### src/rtl/main_control_fsm.sv
// rtl/main_control_fsm.sv - multi-cycle RV32I main control FSM
// Sequences FETCH/DECODE/EXEC/MEM/WB around IMEM/DMEM req/ack handshakes and drives the ALU control inputs.
module main_control_fsm #(
  parameter int MAX_WAIT = 255,
  parameter int CNT_W    = 32
) (
  input  logic             clk,
  input  logic             rst,
  output logic             imem_req,
  input  logic             imem_ack,
  input  logic [31:0]      imem_rdata,
  output logic             dmem_req,
  output logic             dmem_we,
  input  logic             dmem_ack,
  input  logic             branch_taken,
  output logic [2:0]       aluop,
  output logic [3:0]       instruccion,
  output logic [31:0]      ir,
  output logic             alusrc,
  output logic             reg_write,
  output logic             memtoreg,
  output logic             pc_write,
  output logic             pc_sel,
  output logic             illegal,
  output logic             bus_err,
  output logic [CNT_W-1:0] instret
);

  typedef enum logic [2:0] {
    S_FETCH, S_DECODE, S_EXEC, S_MEM, S_WB, S_TRAP
  } state_t;

  localparam logic [6:0] OP_R      = 7'b0110011;
  localparam logic [6:0] OP_I      = 7'b0010011;
  localparam logic [6:0] OP_LOAD   = 7'b0000011;
  localparam logic [6:0] OP_STORE  = 7'b0100011;
  localparam logic [6:0] OP_BRANCH = 7'b1100011;
  localparam logic [6:0] OP_LUI    = 7'b0110111;
  localparam logic [6:0] OP_AUIPC  = 7'b0010111;
  localparam logic [6:0] OP_JAL    = 7'b1101111;
  localparam logic [6:0] OP_JALR   = 7'b1100111;

  state_t           state_q, state_d;
  logic [31:0]      ir_q;
  logic [CNT_W-1:0] instret_q;
  logic             illegal_q, bus_err_q;
  logic [15:0]      wait_q;

  logic [6:0] opcode;
  logic [2:0] funct3;
  logic       rd_zero, is_load, is_store, is_branch, is_jump;
  logic       dec_legal, dec_src;
  logic [2:0] dec_aluop;
  logic [3:0] dec_funct;
  logic       req_wait, timeout;

  assign opcode    = ir_q[6:0];
  assign funct3    = ir_q[14:12];
  assign rd_zero   = (ir_q[11:7] == 5'd0);
  assign is_load   = (opcode == OP_LOAD);
  assign is_store  = (opcode == OP_STORE);
  assign is_branch = (opcode == OP_BRANCH);
  assign is_jump   = (opcode == OP_JAL) || (opcode == OP_JALR);

  // funct7[5] only selects an ALU variant for R ops and the I-type shifts (funct3 001/101)
  assign dec_funct = ((opcode == OP_R) || ((opcode == OP_I) && (funct3[1:0] == 2'b01)))
                     ? {ir_q[30], funct3} : {1'b0, funct3};

  always_comb begin
    dec_legal = 1'b1;
    dec_aluop = 3'b000;
    dec_src   = 1'b0;
    case (opcode)
      OP_R:      dec_aluop = 3'b000;
      OP_I:      begin dec_aluop = 3'b001; dec_src = 1'b1; end
      OP_LOAD:   begin dec_aluop = 3'b010; dec_src = 1'b1; end
      OP_STORE:  begin dec_aluop = 3'b011; dec_src = 1'b1; end
      OP_BRANCH: dec_aluop = 3'b100;
      OP_LUI:    begin dec_aluop = 3'b101; dec_src = 1'b1; end
      OP_AUIPC:  begin dec_aluop = 3'b110; dec_src = 1'b1; end
      OP_JAL:    dec_aluop = 3'b111;
      OP_JALR:   begin dec_aluop = 3'b111; dec_src = 1'b1; end
      default:   dec_legal = 1'b0;
    endcase
  end

  // An ack on the last allowed cycle takes precedence over the timeout
  assign req_wait = ((state_q == S_FETCH) && !imem_ack) || ((state_q == S_MEM) && !dmem_ack);
  assign timeout  = req_wait && (({1'b0, wait_q} + 17'd1) == 17'(MAX_WAIT));

  always_comb begin
    state_d     = state_q;
    imem_req    = 1'b0;
    dmem_req    = 1'b0;
    dmem_we     = 1'b0;
    aluop       = 3'b000;
    instruccion = 4'b0000;
    alusrc      = 1'b0;
    reg_write   = 1'b0;
    memtoreg    = 1'b0;
    pc_write    = 1'b0;
    pc_sel      = 1'b0;
    case (state_q)
      S_FETCH: begin
        imem_req = 1'b1;
        if (imem_ack)     state_d = S_DECODE;
        else if (timeout) state_d = S_TRAP;
      end
      S_DECODE: state_d = dec_legal ? S_EXEC : S_TRAP;
      S_EXEC: begin
        if (is_load || is_store) begin
          state_d = S_MEM;
        end else if (is_branch) begin
          pc_write = 1'b1;
          pc_sel   = branch_taken;
          state_d  = S_FETCH;
        end else begin
          state_d = S_WB;
        end
      end
      S_MEM: begin
        dmem_req = 1'b1;
        dmem_we  = is_store;
        if (dmem_ack) begin
          pc_write = is_store;
          state_d  = is_store ? S_FETCH : S_WB;
        end else if (timeout) begin
          state_d = S_TRAP;
        end
      end
      S_WB: begin
        reg_write = !rd_zero;
        memtoreg  = is_load;
        pc_write  = 1'b1;
        pc_sel    = is_jump;
        state_d   = S_FETCH;
      end
      S_TRAP:  state_d = S_TRAP;
      default: state_d = S_FETCH;
    endcase
    if (state_q inside {S_DECODE, S_EXEC, S_MEM, S_WB}) begin
      aluop       = dec_aluop;
      instruccion = dec_funct;
      alusrc      = dec_src;
    end
    // Outputs are forced quiet for the whole reset window, including an access in flight
    if (rst) begin
      imem_req  = 1'b0;
      dmem_req  = 1'b0;
      dmem_we   = 1'b0;
      aluop     = 3'b000;
      instruccion = 4'b0000;
      alusrc    = 1'b0;
      reg_write = 1'b0;
      memtoreg  = 1'b0;
      pc_write  = 1'b0;
      pc_sel    = 1'b0;
    end
  end

  always_ff @(posedge clk) begin
    if (rst) begin
      state_q   <= S_FETCH;
      ir_q      <= 32'd0;
      instret_q <= '0;
      illegal_q <= 1'b0;
      bus_err_q <= 1'b0;
      wait_q    <= 16'd0;
    end else begin
      state_q <= state_d;
      if ((state_q == S_FETCH) && imem_ack) ir_q <= imem_rdata;
      if (pc_write) instret_q <= instret_q + CNT_W'(1);
      if ((state_q == S_DECODE) && !dec_legal) illegal_q <= 1'b1;
      if (timeout) bus_err_q <= 1'b1;
      wait_q <= req_wait ? wait_q + 16'd1 : 16'd0;
    end
  end

  assign ir      = rst ? 32'd0 : ir_q;
  assign instret = rst ? '0 : instret_q;
  assign illegal = rst ? 1'b0 : illegal_q;
  assign bus_err = rst ? 1'b0 : bus_err_q;

endmodule

### config.mk
export PLATFORM = sky130hd
export DESIGN_NAME = main_control_fsm
export DESIGN_NICKNAME = d
export VERILOG_FILES = /design/src/rtl/main_control_fsm.sv
export SDC_FILE = /design/constraint.sdc
export NUM_CORES = 1
export LEC_CHECK = 0
export BUFFER_PORTS_ARGS = -buffer_cell sky130_fd_sc_hd__buf_4
export CORE_ASPECT_RATIO = 0.7
export CORE_MARGIN = 2
export CORE_UTILIZATION = 50
export CTS_BUF_LIST = sky130_fd_sc_hd__clkbuf_8
export CTS_CLUSTER_DIAMETER = 50
export DETAILED_ROUTE_END_ITERATION = 8
export GPL_ROUTABILITY_DRIVEN = 1
export PLACE_DENSITY = 0.83
export SLEW_MARGIN = 20
export SYNTH_ARGS = -nofsm -noshare
export SYNTH_HDL_FRONTEND = slang
export SYNTH_SLANG_ARGS = --single-unit
export TNS_END_PERCENT = 10
### constraint.sdc
create_clock -name clk -period 2.5 [get_ports clk]
set_input_delay 0.75 -clock clk [delete_from_list [all_inputs] [get_ports clk]]
set_output_delay 0.75 -clock clk [all_outputs]
set_load 0.01 [all_outputs]
# Word level (Yosys, flattened, before mapping)
# Index checks and enable logic that the tools add are counted.
[op_classes] n_reduce_logical=21 addsub=3 eq_ne=16 mux=41 bitwise=1
[op_table] operator="$mux W32" n=2
[op_table] operator="$add A32 B1 Y32 const B" n=1
[op_table] operator="$mux W3" n=9
[op_table] operator="$mux W1" n=23
[op_table] operator="$eq A7 B6 Y1 const B" n=3
[op_table] operator="$eq A7 B7 Y1 const B" n=3
[op_table] operator="$pmux W3 S7" n=1
[op_table] operator="$add A16 B1 Y17 const B" n=1
[op_table] operator="$eq A17 B8 Y1 const B" n=1
[op_table] operator="$add A16 B1 Y16 const B" n=1
[op_table] operator="$pmux W3 S5" n=1
[op_table] operator="$eq A7 B5 Y1 const B" n=2
[op_table] operator="$mux W4" n=3
[op_table] operator="$reduce_or A9 Y1" n=1
[op_table] operator="$eq A7 B2 Y1 const B" n=1
[op_table] operator="$eq A3 B2 Y1 const B" n=2
[op_table] operator="$eq A3 B3 Y1 const B" n=2
[op_table] operator="$logic_and A1 B1 Y1" n=6
[op_table] operator="$reduce_or A6 Y1" n=1
[op_table] operator="$logic_not A5 Y1" n=1
[op_table] operator="$logic_not A1 Y1" n=4
[op_table] operator="$logic_or A1 B1 Y1" n=4
[op_table] operator="$reduce_bool A4 Y1" n=1
[op_table] operator="$reduce_or A2 Y1" n=2
[op_table] operator="other kinds (6)" n=6
[totals] in_bits=37 output_inout_bits=81 ff_bits=85

# Longest topological paths before layout
# Gate-level depths: netlist (run 1).
[logic_depth] word_depth=7 ltp_mapped=8 ltp_nobuf=8

# Least setup slack after synthesis (run 1)
# Ideal clock, no wire load.
[synth_path] path_type="register to output" from="reg ir_q[4]" to="out pc_write" path_buffers=1 required_time_ns=1.750 stages_incl_launch_ff=6 t_arrival_ns=1.715 slack_ns=0.035 path_cell_list="dfxtp_1 -> clkbuf_1 -> or3_1 -> o41ai_2 -> nand2_1 -> nor2_1"
[synth_via] elab_chain_cells=5
[synth_rtl] element="from (decl)" line_no="44" rtl="logic [31:0] ir_q;"
[synth_rtl] element="from (signal assigned)" line_no="171" rtl="if ((state_q == S_FETCH) && imem_ack) ir_q <= imem_rdata;"
[synth_rtl] element="$eq A7 B7 Y1, or another cell as far along" line_no="62" rtl="assign is_branch = (opcode == OP_BRANCH);"
[synth_rtl] element="$mux W1 / $logic_or A1 B1 Y1 (equally long branches)" line_no="113, 111"
[synth_rtl] element="$mux W1" line_no="111" rtl="if (is_load || is_store) begin"
[synth_rtl] element="$pmux W1 S3 *" line_no="103" rtl="case (state_q)"
[synth_rtl] element="$mux W1 *" line_no="147" rtl="if (rst) begin"
[synth_rtl] element="to (decl)" line_no="22" rtl="output logic pc_write,"
# Mark *: on every way between the ends. The rest lies on a longest branch, timed or not.

# Worst setup path after layout (run 1)
[layout_path] from="reg ir_q[3]" to="out pc_write"
# Same word-level chain as after synthesis.

==> flow_summary.yaml, run 1 <==
timing:
  rsz0062_at_grt: "yes"
  fmax_mhz: 386
  slew_headroom_pct: 54.2
  skew_ps: 11.4
  worst_pin_slew_ps: 686
  drv_slew: 0
  hold_viol_final: 0
  setup_viol: 5
  fin_crit_sh_pct: 104
  worst_slack_ps: -89.8
  fin_tns_setup_ps: -288
  min_period_ps: 2590
critical_path:
  critPathLaunchType: "flip-flop"
  end_kind: "output port"
  crit_family: "simple AND/OR/NAND/NOR gates"
  path_buf_inv: 2
  arrival_ps: 1840
  worst_path_largest_cell_delay_ps: 360
  r2r_slack_ps: 20
  cp_data_required_time_ps: 1750
  cpMostUsedCell: "buf_4"
  crit_chain: "nand3b_1, o41ai_2, buf_4, nand2_1, nor2_2, buf_4"
  worstPathMaxFanout: 4
  criticalPathCategory: "reg2out"
  cp_slowest_cell: "dfxtp_2"
outcome:
  status: "finished, violations left"
  violations: "negative setup slack"
logic_synthesis:
  async_reset_ff_share_pct: 0
  synth_cell_types: 53
  synthCells: 608
  netlist_area_um2: 4590
  yosysSeqAreaShare_pct: 37.1
  ys_warn_count: 0
  synth_fp_nets: 648
  syn_area_per_cell_um2: 7.55
  synth_edf_count: 0
  synth-seq-cells: 85
  synth-main-ff-cell: "dfxtp_1"
power_and_ir_drop:
  clockPowerShare_pct: 36.8
  p_total_mw: 2.89
  power.density_nw_per_um2: 475
  switchingPower_mw: 0.734
  p_seq_share_pct: 49.3
  peakVddDrop_v: 0.000324
  intPower_mw: 2.16
  leakagePower_nw: 2.47
  comb_power_share_pct: 13.8
  switching_share_pct: 25.4
floorplanning:
  core-area_um2: 9000
  rows: 29
  initial_core_util_pct: 51.0
  io_pins: 118
  dieArea_um2: 9980
  fp.dieH_um: 84.2
  die-width_um: 119
global_routing:
  antenna_found_initial: 0
  grtUsageTotal_pct: 25.3
  grt_pass1_vias: 4394
  grt_pass1_wl_um: 20700
  grt_overflow_total: 0
  grt_max_degree: 53
route:
  drc: 0
  wire_per_inst_um: 14.6
  drt_iter0_drc: 359
  detail-route-antenna-nets: 0
  first_pass_iters: 5
  wl_um: 12600
  vias_per_cell: 5.47
  dr_total_vias: 4700
clocking:
  htree_levels: 3
  cts_root_buffer: "clkbuf_8"
  worstSkewPairLatency_ps: 360
  cts_buffer_depth: 2
  clock-sinks: 85
  cts_tree: "built"
  cts_buffers: 9
  clkTransAtPathRegs_ps: 90
place:
  gp_congestion: 0.913
  portBuffers: 117
  dp_hpwl_um: 9260
finish:
  drive_above_1_share_pct: 27.4
  num-nets-final: 772
  antenna_cells: 0
  area_growth_pct: 32.6
min_path:
  hold_path_class: "reg2reg"
run:
  maxCapViolCount: 0
## registers in the layout (all words and copies together), names as in the netlist
signal     cells
instret_q     32
ir_q          32
wait_q        16
state_q        3
bus_err_q      1
illegal_q      1
## worst reg2reg max path, cell delays in order (launching register included)
cell      delay (ps)
dfxtp_1          410
or3b_1           420
buf_4            180
a211oi_1         300
nand4_1          370
nor4_1           460
xnor2_1          170
nor2_1            60
## placed cells by master, fill, tap and decap left out, types with 4 or more instances in the layout
master	n
nor4_1	13
nor3_1	13
o21ai_0	6
nand3_1	21
clkbuf_8	10
nand2_1	91
and2_1	5
and3_1	5
or4_1	4
nor2b_1	61
dfxtp_2	4
a21o_1	5
dfxtp_1	80
buf_4	149
a21oi_1	42
nor2_1	71
nand4_1	19
nand2b_1	4
xnor2_1	19
or3_1	4
a31oi_1	4
nand3b_1	4
inv_1	17
xor2_1	13
mux2_2	9
## logic make-up (layout without fill, tap and decap cells)
kind of cell	count (synthesis)	count (layout)	synth area share [%]
AOI/OAI and AO/OA	77	77	10.4
adders and majority gates	3	3	0.818
muxes	13	13	3.11
and+or+nand+nor	342	342	37.8
buffers and inverters	55	183	4.52
DFF	85	85	37.1
xor gates and xnor gates	33	33	6.29
## final timing paths
| check | start | end | depth (start not counted) |
|---|---|---|---|
| hold reg to reg | ir_q[26] | ir_q[26] | 2 |
| hold / removal | ir_q[26] | ir_q[26] | 2 |
| setup reg to reg | state_q[2] | instret_q[27] | 7 |
| setup / recovery | ir_q[3] | pc_write | 6 |
## power groups by stage
stage / Combinational, mW / Sequential (mW) / Clock (mW)
global route: 0.439 / 1.43 / 1.14
CTS: 0.392 / 1.43 / 1.08
floorplan: 0.215 / 1.45 / 0
detailed placement: 0.372 / 1.46 / 0
global placement: 0.363 / 1.45 / 0
finish: 0.400 / 1.43 / 1.07
## synth_stat cells (all sizes together) (5+ instances only)
library cell	count	area, µm²
nand2	91	342
dfxtp	85	1700
nor2	75	282
nor2b	61	382
a21oi	42	210
clkbuf	35	131
nand3	22	110
nand4	19	119
xnor2	19	166
inv	16	60.1
nor3	14	81.3
nor4	14	87.6
xor2	14	123
mux2	10	113
nand2b	6	37.5
o21ai	6	30.0
or3	6	37.5
a21o	5	37.5
and2	5	31.3
and3	5	31.3
or4	5	37.5
## layout make-up
class / instances / area (µm²)
Sequential cell: 85 / 1710
Clock buffer: 10 / 138
Tap cell: 124 / 155
Clock inverter: 5 / 76.3
Inverter: 16 / 60.1
Timing Repair Buffer: 152 / 1170
Fill cell: 748 / 2910
Multi-Input combinational cell: 468 / 2780
## routing by layer
metal  routed length, µm  up-vias  global-route usage (%)
met5                   0        -                       0
met4                 142        0                    6.28
met3                1180       17                    8.70
met2                5580      205                    38.6
met1                5690     2168                    34.5
li1                    -     2310                       -
## metrics by stage
stage	hold slack, ps	worst slack, ps	util (%)	instances	area, µm²
finish	456	-89.8	67.7	860	6090
global route	469	-206	67.7	860	6090
CTS	456	-115	67.2	860	6050
detailed placement	444	-74.8	63.8	841	5740
global placement	438	74.7	63.8	841	5740
floorplan	432	34.6	-	608	4590
## what timing repair did
item	4_1_cts	5_1_grt
buffers inserted	4	0
hold buffers	0	0
endpoints found under the setup margin	12	25
pin swaps	5	6
gates resized for setup	16	10
(Power assumes the default switching activity.)
==> run 2: changes to the inputs <==
--- a/config.mk
+++ b/config.mk
@@ -14,7 +14,7 @@
 export DETAILED_ROUTE_END_ITERATION = 8
 export GPL_ROUTABILITY_DRIVEN = 1
 export PLACE_DENSITY = 0.83
-export SLEW_MARGIN = 20
+export REMOVE_ABC_BUFFERS = 1
 export SYNTH_ARGS = -nofsm -noshare
 export SYNTH_HDL_FRONTEND = slang
 export SYNTH_SLANG_ARGS = --single-unit
==> run 2 against run 1 <==
  * The flow still finishes with violations (negative setup slack)
  * Die area unchanged
  * Hold slack worse by 4.3 ps
  * Critical path depth unchanged
  * Final area up 1.8%
  * Sequential share of layout area down 0.43 points
  * Wire length up 7.8%
  * Non-clock buffer count up 8
  * Via count up 3.4%
  * Clock skew down 1.8 ps
  * Combinational power up 5.5%
  * Critical path type unchanged
  * Largest cell class unchanged
==> flow_summary.yaml, run 2 (synthesis gave the netlist of run 1 again) <==
timing:
  skew_ps: 9.64
  slew_headroom_pct: 56.7
  worst_slack_ps: -216
  rsz0062_at_grt: "yes"
  fin_tns_setup_ps: -431
  min_period_ps: 2720
  fin_crit_sh_pct: 109
  hold_viol_final: 0
  setup_viol: 6
  drv_slew: 0
  worst_pin_slew_ps: 650
  fmax_mhz: 368
outcome:
  violations: "negative setup slack"
  status: "finished, violations left"
clocking:
  cts_buffers: 9
  cts_root_buffer: "clkbuf_8"
  cts_buffer_depth: 2
  clock-sinks: 85
  clkTransAtPathRegs_ps: 90
  cts_hold_buf: 0
  cts_tree: "built"
  htree_levels: 3
  worstSkewPairLatency_ps: 360
route:
  first_pass_iters: 5
  dr_total_vias: 4858
  vias_per_cell: 5.59
  wire_per_inst_um: 15.6
  wl_um: 13600
  detail-route-antenna-nets: 0
  drc: 0
  drt_iter0_drc: 384
floorplanning:
  io_pins: 118
  fp.dieH_um: 84.2
  initial_core_util_pct: 51.0
  rows: 29
  core-area_um2: 9000
  die-width_um: 119
  dieArea_um2: 9980
power_and_ir_drop:
  leakagePower_nw: 2.51
  p_total_mw: 2.95
  peakVddDrop_v: 0.000355
  power.density_nw_per_um2: 475
finish:
  final_cell_mix: "154 x buf_4, 91 x nand2_1, 78 x dfxtp_1"
  stdcell_area_um2: 6200
  num-nets-final: 780
  drive_above_1_share_pct: 29.4
  layout_commonest_cell: "buf_4"
  area_growth_pct: 35.1
  antenna_cells: 0
  final_cells: 869
  top_regs: "instret_q (32), ir_q (32), wait_q (16)"
global_routing:
  grt_max_degree: 41
  grt_overflow_total: 0
  antenna_found_initial: 0
  grtUsageTotal_pct: 26.3
  grt_pass1_wl_um: 21600
  grt_pass1_vias: 4581
critical_path:
  critPathLaunchType: "flip-flop"
  r2r_slack_ps: -10
  arrival_ps: 1970
  worstPathMaxFanout: 3
  criticalPathCategory: "reg2out"
  cp_data_required_time_ps: 1750
  end_kind: "output port"
run:
  maxCapViolCount: 0
place:
  dp_hpwl_um: 9170
  gp_congestion: 0.902
  dp_cells: 843
  placed_cell_area_um2: 5740
  portBuffers: 117
min_path:
  hold_path_class: "reg2reg"
[run 2: worst paths after layout]
check                start  depth (start not counted)            end
setup / recovery   ir_q[3]                          6       pc_write
hold / removal    ir_q[22]                          2       ir_q[22]
setup reg to reg   ir_q[3]                          9  instret_q[20]
hold reg to reg   ir_q[22]                          2       ir_q[22]
[run 2: layout make-up]
| type | count | area [µm²] |
|---|---|---|
| Multi-Input combinational cell | 468 | 2820 |
| Fill cell | 734 | 2800 |
| Sequential cell | 85 | 1720 |
| Timing Repair Buffer | 160 | 1230 |
| Tap cell | 124 | 155 |
| Clock buffer | 10 | 138 |
| Clock inverter | 6 | 86.3 |
| Inverter | 16 | 60.1 |
[run 2: layer usage]
| metal | routed length, µm | GRT usage [%] | vias up | share of wire, % |
|---|---|---|---|---|
| met5 | 0 | 0 | - | 0 |
| met4 | 223 | 9.20 | 0 | 1.6 |
| met3 | 1130 | 8.08 | 26 | 8.3 |
| met2 | 6370 | 41.6 | 212 | 47 |
| met1 | 5850 | 34.3 | 2292 | 43 |
| li1 | - | - | 2328 | - |
[run 2: per-stage QoR]
stage	util, %	hold WS (ps)	setup slack (ps)
2_1_floorplan	-	426	-1020
3_3_place_gp	63.8	438	58.0
3_5_place_dp	63.8	444	25.9
4_1_cts	67.9	456	-132
5_1_grt	68.9	473	-281
6_report	68.9	452	-216
[run 2: report_power, final]
group          internal [mW]  total [mW]  switching (mW)
sequential              1.40        1.43          0.0307
clock                  0.588        1.10           0.511
combinational          0.192       0.422           0.229
[run 2: timing repair]
action	4_1_cts	5_1_grt
pin swaps	10	6
buffers inserted	8	2
gates cloned	0	0
resized for setup	21	19
setup endpoints to repair	11	16
[run 2: worst max-delay path, stage by stage (launching register included)]
cell      delay (ps)
dfxtp_2          350
nand3b_1         230
buf_6            170
o41ai_4          410
nand2_1          160
nor2_2           140
buf_4            140
